==> src/rtl/interboard_link_if.sv <==
// interboard_link_if: one direction of the 4-phase req/ack board link
interface interboard_link_if;
   logic       req;
   logic [7:0] data;
   logic       ack;
   modport master (output req, output data, input ack);
   modport slave  (input req, input data, output ack);
endinterface

==> src/rtl/interboard_link.sv <==
// interboard_link: carries 8-bit {type, number} frames between boards over 4-phase req/ack
module interboard_link #(
   parameter int SYNC_STAGES    = 2,
   parameter int TIMEOUT_CYCLES = 1048576
) (
   input  logic              clk,
   input  logic              rst_n,
   input  logic              i_ctrl_en,
   input  logic [2:0]        i_ctrl_msg_type,
   input  logic [4:0]        i_ctrl_number,
   output logic              o_inter_ready,
   output logic              o_tx_busy,
   output logic              o_tx_timeout,
   output logic              o_tx_overrun,
   output logic              o_interboard_en,
   output logic [2:0]        o_interboard_msg_type,
   output logic [4:0]        o_interboard_number,
   interboard_link_if.master o_tx,
   interboard_link_if.slave  i_rx
);
   localparam int CW = $clog2(TIMEOUT_CYCLES + 1);
   localparam logic [CW-1:0] CNT_LAST = CW'(TIMEOUT_CYCLES - 1);

   typedef enum logic [2:0] {T_IDLE, T_SETUP, T_REQ, T_ACK_LOW, T_ABORT} tx_state_t;
   typedef enum logic {R_IDLE, R_REQ_LOW} rx_state_t;

   logic [1:0]             r_rst_sync;
   logic                   w_rst_n;
   logic [SYNC_STAGES-1:0] r_ack_sync;
   logic [SYNC_STAGES-1:0] r_req_sync;
   logic                   w_ack;
   logic                   w_req;
   tx_state_t              r_tx_state;
   tx_state_t              w_tx_next;
   logic [CW-1:0]          r_cnt;
   logic                   w_cnt_done;
   logic                   w_load;
   logic                   w_ready;
   logic                   w_timeout;
   logic                   r_tx_req;
   logic [7:0]             r_tx_data;
   logic                   r_inter_ready;
   logic                   r_tx_timeout;
   rx_state_t              r_rx_state;
   rx_state_t              w_rx_next;
   logic                   w_capture;
   logic                   r_rx_ack;
   logic                   r_ib_en;
   logic [7:0]             r_ib_data;

   // reset asserts immediately but releases only on a clock edge
   always_ff @(posedge clk or negedge rst_n)
      if (!rst_n) r_rst_sync <= '0;
      else        r_rst_sync <= {r_rst_sync[0], 1'b1};

   assign w_rst_n = r_rst_sync[1];

   // bring the peer's asynchronous ack and req into the local clock domain
   always_ff @(posedge clk or negedge w_rst_n)
      if (!w_rst_n) begin
         r_ack_sync <= '0;
         r_req_sync <= '0;
      end else begin
         r_ack_sync <= {r_ack_sync[SYNC_STAGES-2:0], o_tx.ack};
         r_req_sync <= {r_req_sync[SYNC_STAGES-2:0], i_rx.req};
      end

   assign w_ack      = r_ack_sync[SYNC_STAGES-1];
   assign w_req      = r_req_sync[SYNC_STAGES-1];
   assign w_cnt_done = (r_cnt == CNT_LAST);

   // TX next state: send one frame, wait for ack rise then fall, abort if ack never comes
   always_comb begin
      w_tx_next = r_tx_state;
      w_load    = 1'b0;
      w_ready   = 1'b0;
      w_timeout = 1'b0;
      case (r_tx_state)
         T_IDLE:    if (i_ctrl_en) begin
                       w_tx_next = T_SETUP;
                       w_load    = 1'b1;
                    end
         T_SETUP:   w_tx_next = T_REQ;
         T_REQ:     if (w_ack) w_tx_next = T_ACK_LOW;
                    else if (w_cnt_done) begin
                       w_tx_next = T_ABORT;
                       w_timeout = 1'b1;
                    end
         T_ACK_LOW: if (!w_ack) begin
                       w_tx_next = T_IDLE;
                       w_ready   = 1'b1;
                    end
         T_ABORT:   if (!w_ack) w_tx_next = T_IDLE;
         default:   w_tx_next = T_IDLE;
      endcase
   end

   // TX state and registered outputs; req is decoded from the next state so it is glitch-free
   always_ff @(posedge clk or negedge w_rst_n)
      if (!w_rst_n) begin
         r_tx_state    <= T_IDLE;
         r_tx_req      <= 1'b0;
         r_tx_data     <= '0;
         r_inter_ready <= 1'b0;
         r_tx_timeout  <= 1'b0;
      end else begin
         r_tx_state    <= w_tx_next;
         r_tx_req      <= (w_tx_next == T_REQ);
         r_inter_ready <= w_ready;
         r_tx_timeout  <= w_timeout;
         if (w_load) r_tx_data <= {i_ctrl_msg_type, i_ctrl_number};
      end

   // timeout counter: held at zero outside T_REQ, saturates at its last value
   always_ff @(posedge clk or negedge w_rst_n)
      if (!w_rst_n)                 r_cnt <= '0;
      else if (r_tx_state != T_REQ) r_cnt <= '0;
      else if (!w_cnt_done)         r_cnt <= r_cnt + CW'(1);

   // RX next state: one capture per peer req rise, then wait for req to fall
   always_comb begin
      w_rx_next = r_rx_state;
      w_capture = 1'b0;
      case (r_rx_state)
         R_IDLE:    if (w_req) begin
                       w_rx_next = R_REQ_LOW;
                       w_capture = 1'b1;
                    end
         R_REQ_LOW: if (!w_req) w_rx_next = R_IDLE;
         default:   w_rx_next = R_IDLE;
      endcase
   end

   // RX state, ack and captured frame all update on the same edge
   always_ff @(posedge clk or negedge w_rst_n)
      if (!w_rst_n) begin
         r_rx_state <= R_IDLE;
         r_rx_ack   <= 1'b0;
         r_ib_en    <= 1'b0;
         r_ib_data  <= '0;
      end else begin
         r_rx_state <= w_rx_next;
         r_rx_ack   <= (w_rx_next == R_REQ_LOW);
         r_ib_en    <= w_capture;
         if (w_capture) r_ib_data <= i_rx.data;
      end

   assign o_tx.req              = r_tx_req;
   assign o_tx.data             = r_tx_data;
   assign i_rx.ack              = r_rx_ack;
   assign o_inter_ready         = r_inter_ready;
   assign o_tx_busy             = (r_tx_state != T_IDLE);
   assign o_tx_timeout          = r_tx_timeout;
   assign o_tx_overrun          = i_ctrl_en && o_tx_busy;
   assign o_interboard_en       = r_ib_en;
   assign o_interboard_msg_type = r_ib_data[7:5];
   assign o_interboard_number   = r_ib_data[4:0];
endmodule

==> src/flat_wrapper.sv <==
// flat-port wrapper written by rule: the top's interface ports become plain ports
module interboard_link_flat 
#(
   parameter int SYNC_STAGES    = 2,
   parameter int TIMEOUT_CYCLES = 1048576
)
  (clk, rst_n, i_ctrl_en, i_ctrl_msg_type, i_ctrl_number, o_inter_ready, o_tx_busy, o_tx_timeout, o_tx_overrun, o_interboard_en, o_interboard_msg_type, o_interboard_number, o_tx_req, o_tx_data, o_tx_ack, i_rx_req, i_rx_data, i_rx_ack);
  interboard_link_if o_tx_i ();
  interboard_link_if i_rx_i ();
  input  logic clk;
  input  logic rst_n;
  input  logic i_ctrl_en;
  input  logic [2:0] i_ctrl_msg_type;
  input  logic [4:0] i_ctrl_number;
  output logic o_inter_ready;
  output logic o_tx_busy;
  output logic o_tx_timeout;
  output logic o_tx_overrun;
  output logic o_interboard_en;
  output logic [2:0] o_interboard_msg_type;
  output logic [4:0] o_interboard_number;
  output wire logic [$bits(o_tx_i.req)-1:0] o_tx_req;
  output wire logic [$bits(o_tx_i.data)-1:0] o_tx_data;
  input wire logic [$bits(o_tx_i.ack)-1:0] o_tx_ack;
  input wire logic [$bits(i_rx_i.req)-1:0] i_rx_req;
  input wire logic [$bits(i_rx_i.data)-1:0] i_rx_data;
  output wire logic [$bits(i_rx_i.ack)-1:0] i_rx_ack;
  assign o_tx_req = o_tx_i.req;
  assign o_tx_data = o_tx_i.data;
  assign o_tx_i.ack = o_tx_ack;
  assign i_rx_i.req = i_rx_req;
  assign i_rx_i.data = i_rx_data;
  assign i_rx_ack = i_rx_i.ack;
  interboard_link #(.SYNC_STAGES(SYNC_STAGES), .TIMEOUT_CYCLES(TIMEOUT_CYCLES)) u_core (.clk(clk), .rst_n(rst_n), .i_ctrl_en(i_ctrl_en), .i_ctrl_msg_type(i_ctrl_msg_type), .i_ctrl_number(i_ctrl_number), .o_inter_ready(o_inter_ready), .o_tx_busy(o_tx_busy), .o_tx_timeout(o_tx_timeout), .o_tx_overrun(o_tx_overrun), .o_interboard_en(o_interboard_en), .o_interboard_msg_type(o_interboard_msg_type), .o_interboard_number(o_interboard_number), .o_tx(o_tx_i), .i_rx(i_rx_i));
endmodule
==> config.mk <==
export PLATFORM = sky130hd
export DESIGN_NAME = interboard_link_flat
export DESIGN_NICKNAME = d
export VERILOG_FILES = /design/src/rtl/interboard_link_if.sv /design/src/rtl/interboard_link.sv /design/src/flat_wrapper.sv
export SDC_FILE = /design/constraint.sdc
export NUM_CORES = 1
export LEC_CHECK = 0
export BUFFER_PORTS_ARGS = -buffer_cell sky130_fd_sc_hd__clkbuf_2
export CAP_MARGIN = 0
export CORE_MARGIN = 1
export CORE_UTILIZATION = 25
export CTS_CLUSTER_DIAMETER = 200
export DETAILED_ROUTE_END_ITERATION = 7
export GPL_TIMING_DRIVEN = 0
export PLACE_DENSITY = 0.48
export SYNTH_ARGS = -nofsm -noshare
export SYNTH_HDL_FRONTEND = slang
export SYNTH_SLANG_ARGS = --single-unit
==> constraint.sdc <==
create_clock -name clk -period 4.14 [get_ports clk]
set_input_delay 1.242 -clock clk [delete_from_list [all_inputs] [get_ports clk]]
set_output_delay 1.242 -clock clk [all_outputs]
set_load 0.03 [all_outputs]
; ---- Word-level counts from Yosys, hierarchy flattened
; Index checks and enable logic that the tools add are counted.
[totals]
reg_bits = 51
latch_bits = 0
ram_bits = 0
romBits = 0
wordCells = 41
mem_count = 0
[op_classes]
add_sub_neg = 1
mul = 0
div = 0
magnitude_cmp = 0
n_eq_ne = 8
n_shift = 0
n_mux = 16
bitwise_logic = 0
reduce_logical = 4
[op_table]
columns = op, n
row1 = 2-to-1 mux 21 bit, 2
row2 = "adder 21 x 1 -> 21 bit, second input constant", 1
row3 = "== test 21 x 20 -> 1 bit, second input constant", 1
row4 = 2-to-1 mux 3 bit, 4
row5 = case mux 3 bit (4 select lines), 1
row6 = "== test 3 x 2 -> 1 bit, second input constant", 3
row7 = 2-to-1 mux 1 bit, 9
row8 = "== test 3 x 1 -> 1 bit, second input constant", 1
row9 = "== test 3 bit, second input constant", 1
row10 = zero test 3 bit, 1
row11 = "!= test 3 x 2 -> 1 bit, second input constant", 1
row12 = nonzero test 3 bit, 1
row13 = "!= test 2 bit, second input constant", 1
row14 = OR reduction 2 bit, 1
row15 = logical AND 1 bit, 1

; ---- Longest topological paths before layout
[depth]
word_depth = 5
ltp_mapped = 6
mapped_depth_nobuf = 5

; ---- Worst setup path after synthesis
; No wires, ideal clock.
[synth_timing]
kind = input-to-output
startpoint = input port i_ctrl_en
endpoint = output port o_tx_overrun
t_arrival_ns = 1.518
slack_ns = 1.380
path_stages = 1
n_path_buf = 0
path_cell_list = and2_1
[synth_via]
elab_chain_len = 1
[synth_rtl]
columns = element, line_no
row1 = from (decl), flat_wrapper.sv:12  ; input logic i_ctrl_en;
row2 = logical AND 1 bit, interboard_link.sv:154  ; assign o_tx_overrun = i_ctrl_en && o_tx_busy;
row3 = to (decl), flat_wrapper.sv:18  ; output logic o_tx_overrun;
; No other way between the ends.

; ---- Worst setup path in the final report
; Same ends and word-level chain as after synthesis.

==> impl_metrics.py <==
metrics = {
    "global_route": {
        "antenna_found_initial": 0,
        "grt_pass1_wl_mm": 8.47,
        "track_usage_pct": 10.9,
        "overflow": 0,
        "grt_max_degree": 33,
        "grt_pass1_vias": 1715,
    },
    "die": {
        "die_area_mm2": 0.00980,
        "die_x_um": 99,
        "num_rows": 35,
        "die_y_um": 99,
        "ios": 44,
        "core_area_mm2": 0.00920,
        "start_util_pct": 25.6,
    },
    "pwr": {
        "power.switching_uw": 520,
        "sw_frac_of_total_pct": 36.1,
        "p_seq_share_pct": 43.3,
        "total_power_mw": 1.44,
        "p_per_area_mw_per_mm2": 508,
        "p_int_uw": 921,
        "clkPwrFrac_pct": 24.4,
        "pwr-share-comb_pct": 32.3,
        "p_leak_nw": 1.23,
        "ir_drop_v": 0.000190,
    },
    "detailed_routing": {
        "drc": 0,
        "drt_first_pass_iters": 4,
        "viasPerCell": 4.84,
        "vias": 1797,
        "wl_per_cell_um": 13.7,
        "ant_nets": 0,
        "drtIter0Drc": 70,
        "drt-total-wl_mm": 5.09,
    },
    "min_path": {
        "hold_class": "register to asynchronous set/reset pin",
    },
    "timing": {
        "relSlewSlack_pct": 61.6,
        "finalCritPeriodShare_pct": 69.5,
        "finalHoldViolations": 0,
        "fin_hold_ws_ns": 0.215,
        "final_max_slew_viol_count": 0,
        "fin_skew_ns": 0.00652,
        "fmax_mhz": 347,
        "period_minus_slack_ns": 2.88,
        "tns_ns": 0,
        "setup_violations": 0,
        "rsz0062_at_grt": "no",
        "worst_pin_slew_ns": 0.576,
    },
    "critical_path": {
        "path_buf_inv": 2,
        "critPathArrivalTime_ns": 1.64,
        "crit_slowest_cell": "clkbuf_2",
        "path_cells": "clkbuf_2, and2_1, clkbuf_2",
        "crit_start": "i_ctrl_en",
        "cpLargestDelayFamily": "buffers and inverters",
        "critPathMostFrequentCell": "clkbuf_2",
        "crit_required_ns": 2.90,
        "crit_type": "primary input to output pin",
        "worstSetupStartpointType": "primary input",
        "reg2reg_from": "u_core.r_cnt[0]",
        "endpoint_kind": "output pin",
        "slowest_delay_ns": 0.19,
        "cp_max_fo": 2,
    },
    "cts": {
        "htreeDepth": 2,
        "cts_buffer_depth": 2,
        "clock_latency_ns": 0.31,
        "root_buffer": "clkbuf_8",
        "cts_sinks": 51,
        "cts_resized": 0,
        "postCtsSetupBuffers": 0,
        "cts_tree": "done",
        "clk_pin_slew_ns": 0.09,
        "hold_buffers": 0,
        "numCtsBuffers": 5,
    },
    "yosys": {
        "synth-edff-count": 0,
        "ys_top_cells_by_area": "dfrtp_1, mux2_2, nand2_1",
        "synth_cells": 208,
        "yosysWarnings": 0,
        "synth.most_common_cell": "dfrtp_1",
        "synth_cell_types": 45,
        "netlist.area_leader.share_pct": 54.3,
        "yosysSeqAreaShare_pct": 54.3,
        "syn-num-nets": 230,
        "ys.flop_type": "dfrtp_1",
        "yosys.area.top_type": "dfrtp_1",
        "synth-seq-cells": 51,
        "ys_top_cells_by_count": "dfrtp_1, nand2_1, mux2_2",
        "synth_area_mm2": 0.00235,
        "synthArstFlopShare_pct": 100,
        "synth_area_per_cell_um2": 11.3,
    },
    "placed_design": {
        "numPortBuffers": 43,
        "dpl.cell_count": 363,
        "dp_hpwl_mm": 3.59,
        "place_congestion": 0.769,
    },
    "cells_and_area": {
        "instances_no_fill": 371,
        "utilization_pct": 30.9,
        "ff_latch_area_mm2": 0.00128,
        "layout-drive-gt1-share_pct": 33.1,
        "diodes": 0,
        "fillers": 934,
        "syn_to_final_growth_pct": 20.6,
        "multi_input_area_mm2": 0.00100,
        "nets": 281,
    },
    "run": {
        "drv_cap": 0,
    },
    "outcome": {
        "status": "complete, no violations",
    },
}
## metal layers
| layer | vias up | routed length (um) | GRT usage, % |
|---|---|---|---|
| met5 | - | 0 | 0 |
| met4 | 0 | 65 | 3.90 |
| met3 | 6 | 124 | 2.27 |
| met2 | 26 | 2400 | 16.4 |
| met1 | 890 | 2500 | 15.5 |
| li1 | 875 | - | - |
## worst paths after layout
path                                         to  slack, ns  cells past startpoint
max in group asynchronous  u_core.r_rst_sync[1]       3.34                      1
min reg2reg                u_core.r_tx_state[0]       0.22                      0
min                        u_core.r_tx_state[0]       0.22                      0
max                                o_tx_overrun       1.26                      3
min in group clk           u_core.r_rst_sync[1]       0.36                      0
max reg2reg                     u_core.r_cnt[2]       2.10                      6
## registers in the layout, summed over array words and instances, names as in the netlist
register                flops
u_core.o_interboard_en      1
u_core.o_tx.data            8
u_core.r_ib_data            8
u_core.r_rst_sync           2
u_core.r_cnt               21
u_core.o_tx.req             1
u_core.o_tx_timeout         1
u_core.r_ack_sync           2
u_core.r_tx_state           3
u_core.r_req_sync           2
u_core.o_inter_ready        1
u_core.r_rx_state           1
## area by class of cell
class | count | share of cell area [%]
repair buffers | 44 | 8.29
well taps | 111 | 4.89
inverters | 5 | 0.661
plain buffers | 13 | 1.94
flip-flops and latches | 51 | 45.0
clock inverters | 2 | 1.32
clock buffers | 6 | 2.56
multi-input cells | 139 | 35.3
## stage by stage
stage | instance area (um^2) | setup slack, ns
2_1_floorplan | 2350 | 1.38
3_3_place_gp | 2710 | 1.26
3_5_place_dp | 2730 | 1.27
4_1_cts | 2840 | 1.27
5_1_grt | 2840 | 1.24
6_report | 2840 | 1.26
## cells by family after synthesis
| group | share of synthesized area [%] |
|---|---|
| compound gates | 12.9 |
| fa+ha+maj | 0.532 |
| buf+inv | 3.14 |
| flops | 54.3 |
| mux | 9.79 |
| other cells | 0.159 |
| simple gates | 19.2 |
## power by group through the flow
stage / clock, mW / combinational, mW / sequential [mW]
3_5_place_dp: 0 / 0.468 / 0.636
5_1_grt: 0.384 / 0.502 / 0.637
6_report: 0.352 / 0.465 / 0.624
2_1_floorplan: 0 / 0.212 / 0.752
3_3_place_gp: 0 / 0.458 / 0.638
4_1_cts: 0.365 / 0.469 / 0.626
## cell usage in the layout, fill, tap and decap left out, types with 2 or more instances in the layout
cell and count:
clkbuf_8 5, nand4_2 2, a21oi_1 11, clkbuf_2 44, nand2_1 19, nor4_1 3
o21ai_0 8, nor3_1 4, and2_1 3, inv_1 5, a31oi_1 4, or2_2 5
and3_1 4, dfrtp_1 50, buf_2 4, nand4_1 5, mux2_2 16, and4_1 5
nand3_1 8, mux2i_1 5, nor2_1 3, or4_1 3, a211oi_1 3, a2111o_1 5
o31ai_1 3, clkbuf_1 9
Note: power is estimated with default switching activity, not from simulation.
